$ cat config.mk
export PLATFORM = sky130hd
export DESIGN_NAME = cons_dma_bridge
export DESIGN_NICKNAME = d
export VERILOG_FILES = /design/src/rtl/cons_dma_bridge_pkg.sv /design/src/rtl/cons_bus_timer.sv /design/src/rtl/cons_dma_bridge.sv
export SDC_FILE = /design/constraint.sdc
export NUM_CORES = 1
export LEC_CHECK = 0
export CAP_MARGIN = 20
export CORE_UTILIZATION = 46
export CTS_BUF_LIST = sky130_fd_sc_hd__clkbuf_4 sky130_fd_sc_hd__clkbuf_8 sky130_fd_sc_hd__clkbuf_16
export DETAILED_ROUTE_END_ITERATION = 8
export GPL_TIMING_DRIVEN = 1
export PLACE_DENSITY = 0.85
export SETUP_SLACK_MARGIN = 0.1
export SYNTH_ARGS = -nofsm -noshare
export SYNTH_HDL_FRONTEND = slang
export SYNTH_SLANG_ARGS = --single-unit
$ cat constraint.sdc
create_clock -name clk_p -period 4.4 [get_ports clk_p]
set_input_delay 0.88 -clock clk_p [delete_from_list [all_inputs] [get_ports clk_p]]
set_output_delay 0.88 -clock clk_p [all_outputs]
set_load 0.005 [all_outputs]
$ cat src/rtl/cons_dma_bridge_pkg.sv
// Shared definitions for the console DMA bridge: state encoding, I/O-page
// relocation constants and the data returned to the console on a bus timeout.
package cons_dma_bridge_pkg;

  typedef enum logic [2:0] {
    ST_IDLE     = 3'd0,
    ST_WAIT_GNT = 3'd1,
    ST_GRANTED  = 3'd2,
    ST_CYCLE    = 3'd3,
    ST_ACKED    = 3'd4,
    ST_RELEASE  = 3'd5
  } cons_state_e;

  localparam logic [17:0] CONS_IOPAGE_BASE = 18'o760000;
  localparam logic [21:0] SYS_IOPAGE_BASE  = 22'o17760000;
  localparam logic [15:0] TMO_DATA         = 16'o177777;

  // Word-aligned 18 -> 22 bit address; the top 8 KB of console space lands in the I/O page.
  function automatic logic [21:0] cons_map_adr(input logic [17:0] adr, input bit iopage_map);
    logic [21:0] a;
    a = {4'b0000, adr[17:1], 1'b0};
    if (iopage_map && (adr[17:13] == CONS_IOPAGE_BASE[17:13]))
      a[21:18] = SYS_IOPAGE_BASE[21:18];
    return a;
  endfunction

endpackage

$ cat src/rtl/cons_bus_timer.sv
// Bus-cycle watchdog: counts while enabled, clears on demand, and flags
// the terminal count TMO_CYCLES-1 (saturating there).
module cons_bus_timer #(
  parameter int TMO_CYCLES = 64
) (
  input  logic clk_p,
  input  logic sys_init,
  input  logic clr,
  input  logic en,
  output logic term
);

  localparam int W = (TMO_CYCLES > 2) ? $clog2(TMO_CYCLES) : 1;

  logic [W-1:0] cnt;

  always_ff @(posedge clk_p) begin
    if (sys_init || clr)
      cnt <= '0;
    else if (en && !term)
      cnt <= cnt + W'(1);
  end

  assign term = (cnt == W'(TMO_CYCLES - 1));

endmodule

$ cat src/rtl/cons_dma_bridge.sv
// Front-panel console DMA master bridged onto the 22-bit Wishbone bus.
// Handshake: console holds stb until ack, bridge holds ack until stb drops.
module cons_dma_bridge
  import cons_dma_bridge_pkg::*;
#(
  parameter int TMO_CYCLES = 64,
  parameter bit IOPAGE_MAP = 1'b1
) (
  input  logic        clk_p,
  input  logic        sys_init,
  input  logic        c_dma_req,
  output logic        c_dma_gnt,
  input  logic [17:0] c_dma_adr_i,
  input  logic [15:0] c_dma_dat_i,
  input  logic        c_dma_stb_i,
  input  logic        c_dma_we_i,
  output logic [15:0] c_dma_dat_o,
  output logic        c_dma_ack_o,
  output logic        cpu_dma_req,
  input  logic        cpu_dma_gnt,
  output logic [21:0] wb_adr_o,
  output logic [15:0] wb_dat_o,
  input  logic [15:0] wb_dat_i,
  output logic        wb_cyc_o,
  output logic        wb_stb_o,
  output logic        wb_we_o,
  output logic [1:0]  wb_sel_o,
  input  logic        wb_ack_i,
  output logic        bus_tmo,
  output logic [21:0] tmo_adr
);

  cons_state_e state_q, state_d;
  logic        tmr_term;
  logic        cpu_req_d, gnt_d, cyc_d, we_d, ack_d, tmo_d;
  logic [21:0] adr_d, tmo_adr_d;
  logic [15:0] wdat_d, rdat_d;

  cons_bus_timer #(.TMO_CYCLES(TMO_CYCLES)) u_timer (
    .clk_p    (clk_p),
    .sys_init (sys_init),
    .clr      (state_q != ST_CYCLE),
    .en       (state_q == ST_CYCLE),
    .term     (tmr_term)
  );

  always_ff @(posedge clk_p) begin
    if (sys_init) begin
      state_q     <= ST_IDLE;
      cpu_dma_req <= 1'b0;
      c_dma_gnt   <= 1'b0;
      wb_cyc_o    <= 1'b0;
      wb_stb_o    <= 1'b0;
      wb_we_o     <= 1'b0;
      wb_adr_o    <= '0;
      wb_dat_o    <= '0;
      c_dma_dat_o <= '0;
      c_dma_ack_o <= 1'b0;
      bus_tmo     <= 1'b0;
      tmo_adr     <= '0;
    end else begin
      state_q     <= state_d;
      cpu_dma_req <= cpu_req_d;
      c_dma_gnt   <= gnt_d;
      wb_cyc_o    <= cyc_d;
      wb_stb_o    <= cyc_d;
      wb_we_o     <= we_d;
      wb_adr_o    <= adr_d;
      wb_dat_o    <= wdat_d;
      c_dma_dat_o <= rdat_d;
      c_dma_ack_o <= ack_d;
      bus_tmo     <= tmo_d;
      tmo_adr     <= tmo_adr_d;
    end
  end

  always_comb begin
    state_d = state_q;
    case (state_q)
      ST_IDLE:     if (c_dma_req) state_d = ST_WAIT_GNT;
      ST_WAIT_GNT: if (!c_dma_req) state_d = ST_IDLE;
                   else if (cpu_dma_gnt) state_d = ST_GRANTED;
      ST_GRANTED:  if (c_dma_stb_i) state_d = ST_CYCLE;
                   else if (!c_dma_req) state_d = ST_RELEASE;
      ST_CYCLE:    if (wb_ack_i || tmr_term) state_d = ST_ACKED;
      ST_ACKED:    if (!c_dma_stb_i) state_d = c_dma_req ? ST_GRANTED : ST_RELEASE;
      ST_RELEASE:  if (!cpu_dma_gnt) state_d = ST_IDLE;
      default:     state_d = ST_IDLE;
    endcase
  end

  // A falling cpu_dma_gnt while granted is deliberately ignored until RELEASE.
  always_comb begin
    cpu_req_d = cpu_dma_req;
    gnt_d     = c_dma_gnt;
    cyc_d     = wb_cyc_o;
    we_d      = wb_we_o;
    adr_d     = wb_adr_o;
    wdat_d    = wb_dat_o;
    rdat_d    = c_dma_dat_o;
    ack_d     = c_dma_ack_o;
    tmo_d     = bus_tmo;
    tmo_adr_d = tmo_adr;
    case (state_q)
      ST_IDLE:     if (c_dma_req) cpu_req_d = 1'b1;
      ST_WAIT_GNT: if (!c_dma_req) cpu_req_d = 1'b0;
                   else if (cpu_dma_gnt) gnt_d = 1'b1;
      ST_GRANTED: begin
        if (c_dma_stb_i) begin
          adr_d  = cons_map_adr(c_dma_adr_i, IOPAGE_MAP);
          wdat_d = c_dma_dat_i;
          we_d   = c_dma_we_i;
          cyc_d  = 1'b1;
          tmo_d  = 1'b0;
        end else if (!c_dma_req) begin
          gnt_d     = 1'b0;
          cpu_req_d = 1'b0;
        end
      end
      ST_CYCLE: begin
        if (wb_ack_i) begin
          cyc_d  = 1'b0;
          ack_d  = 1'b1;
          rdat_d = wb_we_o ? wb_dat_o : wb_dat_i;
        end else if (tmr_term) begin
          cyc_d     = 1'b0;
          ack_d     = 1'b1;
          rdat_d    = TMO_DATA;
          tmo_d     = 1'b1;
          tmo_adr_d = wb_adr_o;
        end
      end
      ST_ACKED: begin
        if (!c_dma_stb_i) begin
          ack_d = 1'b0;
          if (!c_dma_req) begin
            gnt_d     = 1'b0;
            cpu_req_d = 1'b0;
          end
        end
      end
      default: ;
    endcase
  end

  assign wb_sel_o = 2'b11;

endmodule

==> results of run 1 <==
layout make-up:
cell class / instances / share of cell area, %
multi-input cells: 270 / 32.0
flip-flops and latches: 83 / 33.4
repair buffers: 141 / 28.0
inverters: 4 / 0.302
clock buffers: 11 / 2.79
well taps: 99 / 2.49
clock inverters: 4 / 1.03
logic make-up (layout without fill, tap and decap cells):
logic type | count (synthesis) | after routing
XOR/XNOR | 3 | 3
AND/OR/NAND/NOR | 129 | 129
flip-flops | 83 | 83
AO/OA/AOI/OAI | 94 | 94
multiplexers | 39 | 39
buffers and inverters | 44 | 160
other | 2 | 4
adder cells (fa/ha/maj) | 1 | 1
flip-flops by register name (all words and copies together) (netlist names):
signal       count
bus_tmo          1
wb_adr_o        18
c_dma_ack_o      1
c_dma_dat_o     16
u_timer.cnt      6
wb_we_o          1
cpu_dma_req      1
c_dma_gnt        1
wb_stb_o         1
wb_dat_o        16
state_q          3
tmo_adr         18
power groups by stage:
stage	registers, mW	clock network [mW]	logic [mW]
after global placement	0.846	0	0.270
after CTS	0.832	0.548	0.277
after detailed placement	0.850	0	0.275
after floorplan	0.826	0	0.179
final	0.832	0.532	0.274
after global routing	0.839	0.585	0.302
through the flow:
step,worst slack (ns),cells,util (%)
floorplan,2.31,397,-
detailed placement,1.39,597,65.3
global route,1.61,612,67.9
global placement,1.40,597,65.3
finish,1.73,612,67.9
CTS,1.74,612,67.9
cells in the mapped netlist, types with 2 or more instances:
library cell	number	area share, %
nand2_1	74	7.9
and3_1	2	0.36
nand3b_1	6	1.3
clkbuf_1	11	1.2
dfxtp_1	83	47
nand2b_1	3	0.53
buf_4	12	2.6
and2_1	2	0.36
mux2i_1	38	11
buf_2	10	1.4
buf_6	4	1.3
nor2_1	30	3.2
o21ai_0	9	1.3
a21oi_1	58	8.3
inv_1	4	0.43
conb_1	2	0.21
xor2_1	3	0.75
nor2b_1	4	0.71
o21a_1	17	3.6
final timing paths:
check / from / endpoint / slack [ns] / cells past startpoint
setup / recovery: c_dma_stb_i / wb_adr_o[4] / 1.73 / 6
hold / removal: c_dma_dat_o[13] / c_dma_dat_o[13] / 0.47 / 1
setup reg to reg: state_q[0] / tmo_adr[10] / 2.05 / 5
hold reg to reg: c_dma_dat_o[13] / c_dma_dat_o[13] / 0.47 / 1
layer usage:
metal  share of wire, %  global-route usage (%)
met1                 42                    25.6
met2                 51                    37.4
met3                6.4                    6.65
met4                1.5                    9.52
met5                  0                       0
==> flow_summary.toml, run 1 <==
[synth]
ys_warn_count = 0
syn_inst = 395
synthAdderAreaFrac_pct = 0.356
synth_top_family_by_area = "simple AND/OR/NAND/NOR gates"
synth-seq-area-share_pct = 47.3
synth_area_per_cell_um2 = 8.89
synth_mux_area_share_pct = 11.3
synth_seq_cells = 83
synth_edf_count = 0
synth_xor_area_share_pct = 0.748
synthArstFlopShare_pct = 0
ys_types = 42
syn-cell-area_um2 = 3510
synth-simple-area-share_pct = 16.3
synth_compound_area_share_pct = 16.0
synth-main-ff-cell = "dfxtp_1"

[clock_network]
ctsHoldBuffers = 0
cts.sinks = 83
clk_latency_ns = 0.34
cts_buffers = 9
htreeDepth = 3
clock_path_buffers = 2
clock-root-buffer = "clkbuf_8"
cts_setup_buffers = 0
cts_resized = 0
cts_tree = "yes"
clkTransAtPathRegs_ns = 0.08

[timing]
fmax_mhz = 375
period_minus_slack_ns = 2.67
hold_viol = 0
rsz0062_at_grt = "false"
period_share_pct = 60.6
drv_slew = 0
fin_tns_setup_ns = 0
tightest_slew_ns = 0.825
hold_ws_ns = 0.469
max_slew_margin_pct = 45.0
clock_skew_ns = 0.0147
setup_viol = 0

[critical_path]
cp-end-kind = "flip-flop"
path_buf_inv = 2
worstPathCellList = "clkdlybuf4s50_1, nor2b_1, and2_1, buf_4, nand2_1, a21oi_1"
worst-setup-path-type = "primary input to flip-flop"
crit_fanout = 19
required_ns = 4.67
max_stage_delay_ns = 0.64
cpMaxStageDelayCell = "and2_1"
worst_path_dominant_cell_family = "simple AND/OR/NAND/NOR gates"
critPathArrivalTime_ns = 2.93
worstSetupStartpointType = "primary input"

[detailed_routing]
drc = 0
viasPerCell = 5.06
drt_iter0_drc = 142
route.detailed.wl_per_inst_um = 13.9
vias = 3094
ant_nets = 0
drt-total-wl_um = 8520
dr.pass1.iters = 4

[final_layout]
area_delta_synth_final_pct = 41.7
antenna_cells = 0
drive_gt1_share_pct = 5.07
final_cell_mix = "clkdlybuf4s50_1 (135), dfxtp_1 (83), nand2_1 (74)"
final_area_um2 = 4980
fin_nets = 567
fillers = 572
final_common_cell = "clkdlybuf4s50_1"
seq_area_um2 = 1660
multi_input_area_um2 = 1590

[global_route]
grt_pass1_vias = 2897
grt_max_degree = 49
grt_first_pass_wirelength_um = 13400
grt_usage_pct = 22.0
overflow = 0
antenna_found_initial = 0

[power_and_ir_drop]
switchingPower_uw = 420
clkPwrFrac_pct = 32.5
power_mw = 1.64
p_sw_share_pct = 25.6
internal_power_mw = 1.22
pwr-share-comb_pct = 16.7
peakVddDrop_v = 0.000174
power_frac_seq_pct = 50.8
power_density_nw_per_um2 = 329
power_leakage_nw = 1.69

[placed_design]
hpwl_um = 5950
routabilityCongestion = 0.776
io_buffers = 136
dpl_cell_area_um2 = 4790

[floorplanning]
die_x_um = 89.4
dieArea_um2 = 7990
io_pins = 142
start_util_pct = 47.9
num_rows = 31
core_um2 = 7330
die_h_um = 89.4

[worst_hold_path]
hp-class = "flip-flop to flip-flop"

[run_status]
status = "finished, final reports clean"

[job]
maxCapViolCount = 0
Power figures use the tool's default switching activity.
==> run 2: changes to the inputs <==
--- a/config.mk
+++ b/config.mk
@@ -6,11 +6,11 @@
 export NUM_CORES = 1
 export LEC_CHECK = 0
 export CAP_MARGIN = 20
-export CORE_UTILIZATION = 46
+export CORE_UTILIZATION = 43
 export CTS_BUF_LIST = sky130_fd_sc_hd__clkbuf_4 sky130_fd_sc_hd__clkbuf_8 sky130_fd_sc_hd__clkbuf_16
 export DETAILED_ROUTE_END_ITERATION = 8
 export GPL_TIMING_DRIVEN = 1
-export PLACE_DENSITY = 0.85
+export PLACE_DENSITY = 0.8
 export SETUP_SLACK_MARGIN = 0.1
 export SYNTH_ARGS = -nofsm -noshare
 export SYNTH_HDL_FRONTEND = slang
==> constraint.sdc (replaced) <==
create_clock -name clk_p -period 2.5 [get_ports clk_p]
set_input_delay 0.5 -clock clk_p [delete_from_list [all_inputs] [get_ports clk_p]]
set_output_delay 0.5 -clock clk_p [all_outputs]
set_load 0.005 [all_outputs]
==> run 2 against run 1 <==
Effect of this change:
- setup slack worse by 1.1 ns
- non-clock buffer count is 5 higher
- power is 78% higher
- final area is 1.3% higher
- sequential share of layout area is 0.42 points lower
- cell count is 1.5% higher
- routed wire length is 0.80% lower
- largest power group unchanged
==> flow_summary.toml, run 2 (synthesized netlist as in run 1, its figures left out) <==
[placed_design]
dpl_cell_area_um2 = 4840
io_buffers = 136
hpwl_um = 5870
routabilityCongestion = 0.775

[clock_network]
htreeDepth = 3
clk_latency_ns = 0.35
cts_setup_buffers = 0
ctsHoldBuffers = 0
cts_tree = "yes"
clock_path_buffers = 2
cts.sinks = 83
clock-root-buffer = "clkbuf_8"
cts_buffers = 9
cts_resized = 0
clkTransAtPathRegs_ns = 0.09

[power_and_ir_drop]
p_sw_share_pct = 26.7
power_frac_seq_pct = 50.2
power_density_nw_per_um2 = 578
power_leakage_nw = 1.72
power_mw = 2.92
switchingPower_uw = 777
peakVddDrop_v = 0.000384
clkPwrFrac_pct = 32.8
internal_power_mw = 2.14
pwr-share-comb_pct = 17.0

[critical_path]
cp-end-kind = "flip-flop"
worstSetupStartpointType = "primary input"
required_ns = 2.74
worst-setup-path-type = "primary input to flip-flop"
crit_fanout = 9
critPathArrivalTime_ns = 2.13

[floorplanning]
die_x_um = 92.4
start_util_pct = 45.0
core_um2 = 7810
io_pins = 142
num_rows = 32
die_h_um = 92.4
dieArea_um2 = 8540

[final_layout]
antenna_cells = 0
final_common_cell = "clkdlybuf4s50_1"
fin_nets = 572
area_delta_synth_final_pct = 43.5
final_util_pct = 64.6
final_cell_mix = "clkdlybuf4s50_1 (135), dfxtp_1 (83), nand2_1 (74)"
drive_gt1_share_pct = 6.17
largest_registers = "tmo_adr x18, wb_adr_o x18"
final_area_um2 = 5040

[detailed_routing]
dr.pass1.iters = 4
drt-total-wl_um = 8450
route.detailed.wl_per_inst_um = 13.6
drc = 0
drt_iter0_drc = 82
ant_nets = 0
viasPerCell = 4.99
vias = 3096

[timing]
tightest_slew_ns = 0.529
hold_viol = 0
fmax_mhz = 530
rsz0062_at_grt = "false"
max_slew_margin_pct = 64.7
fin_tns_setup_ns = 0
clock_skew_ns = 0.0159
period_minus_slack_ns = 1.89
setup_viol = 0
period_share_pct = 75.5
drv_slew = 0

[global_route]
grt_first_pass_wirelength_um = 13500
overflow = 0
grt_max_degree = 43
antenna_found_initial = 0
grt_pass1_vias = 2857
grt_usage_pct = 20.1

[worst_hold_path]
hp-class = "flip-flop to flip-flop"

[job]
maxCapViolCount = 0

[run_status]
status = "finished, final reports clean"
==> run 2: cell types whose count changed in the layout (fill, tap and decap cells not counted) <==
cell,delta
buf_12,+1
buf_4,+4
clkbuf_4,-2
clkinv_4,+2
clkinvlp_4,+1
==> run 2: power groups by stage <==
stage / clock network, mW / logic (mW) / registers, mW
2_1_floorplan: 0 / 0.315 / 1.45
3_3_place_gp: 0 / 0.487 / 1.49
3_5_place_dp: 0 / 0.496 / 1.49
4_1_cts: 0.988 / 0.499 / 1.46
5_1_grt: 1.05 / 0.539 / 1.48
6_report: 0.957 / 0.495 / 1.46
==> run 2: final timing paths <==
| path | startpoint | end | slack, ns | cells past startpoint |
|---|---|---|---|---|
| setup / recovery | c_dma_req | state_q[2] | 0.61 | 5 |
| setup reg to reg | state_q[0] | state_q[2] | 0.71 | 3 |
| hold reg to reg | wb_adr_o[17] | wb_adr_o[17] | 0.47 | 2 |
| hold / removal | wb_adr_o[17] | wb_adr_o[17] | 0.47 | 2 |
==> run 2: metal layers <==
layer | vias up | share of wire, % | track usage [%]
met5 | - | 0 | 0
met4 | 0 | 1.6 | 9.38
met3 | 12 | 5.5 | 5.42
met2 | 89 | 49 | 32.8
met1 | 1437 | 43 | 24.4
li1 | 1558 | - | -
==> run 2: final cells by class <==
type                    count  area (um2)
clock inverters             7        76.3
fillers                   655        2770
inverters                   4        15.0
multi-input cells         270        1590
flip-flops and latches     83        1660
well taps                 102         128
clock buffers               9         124
repair buffers            146        1440
==> run 2: through the flow <==
step / setup WS, ns / hold slack [ns] / cells
after global routing: 0.566 / 0.491 / 621
final: 0.612 / 0.471 / 621
after detailed placement: 0.265 / 0.452 / 605
after global placement: 0.299 / 0.446 / 605
after floorplan: 0.795 / 0.444 / 397
after CTS: 0.638 / 0.471 / 621
==> run 2: worst max-delay path, stage by stage <==
cell and delay (ns):
clkdlybuf4s50_1 0.57, o21ba_1 0.24, a221o_1 0.35, o311ai_2 0.13, mux2_4 0.33
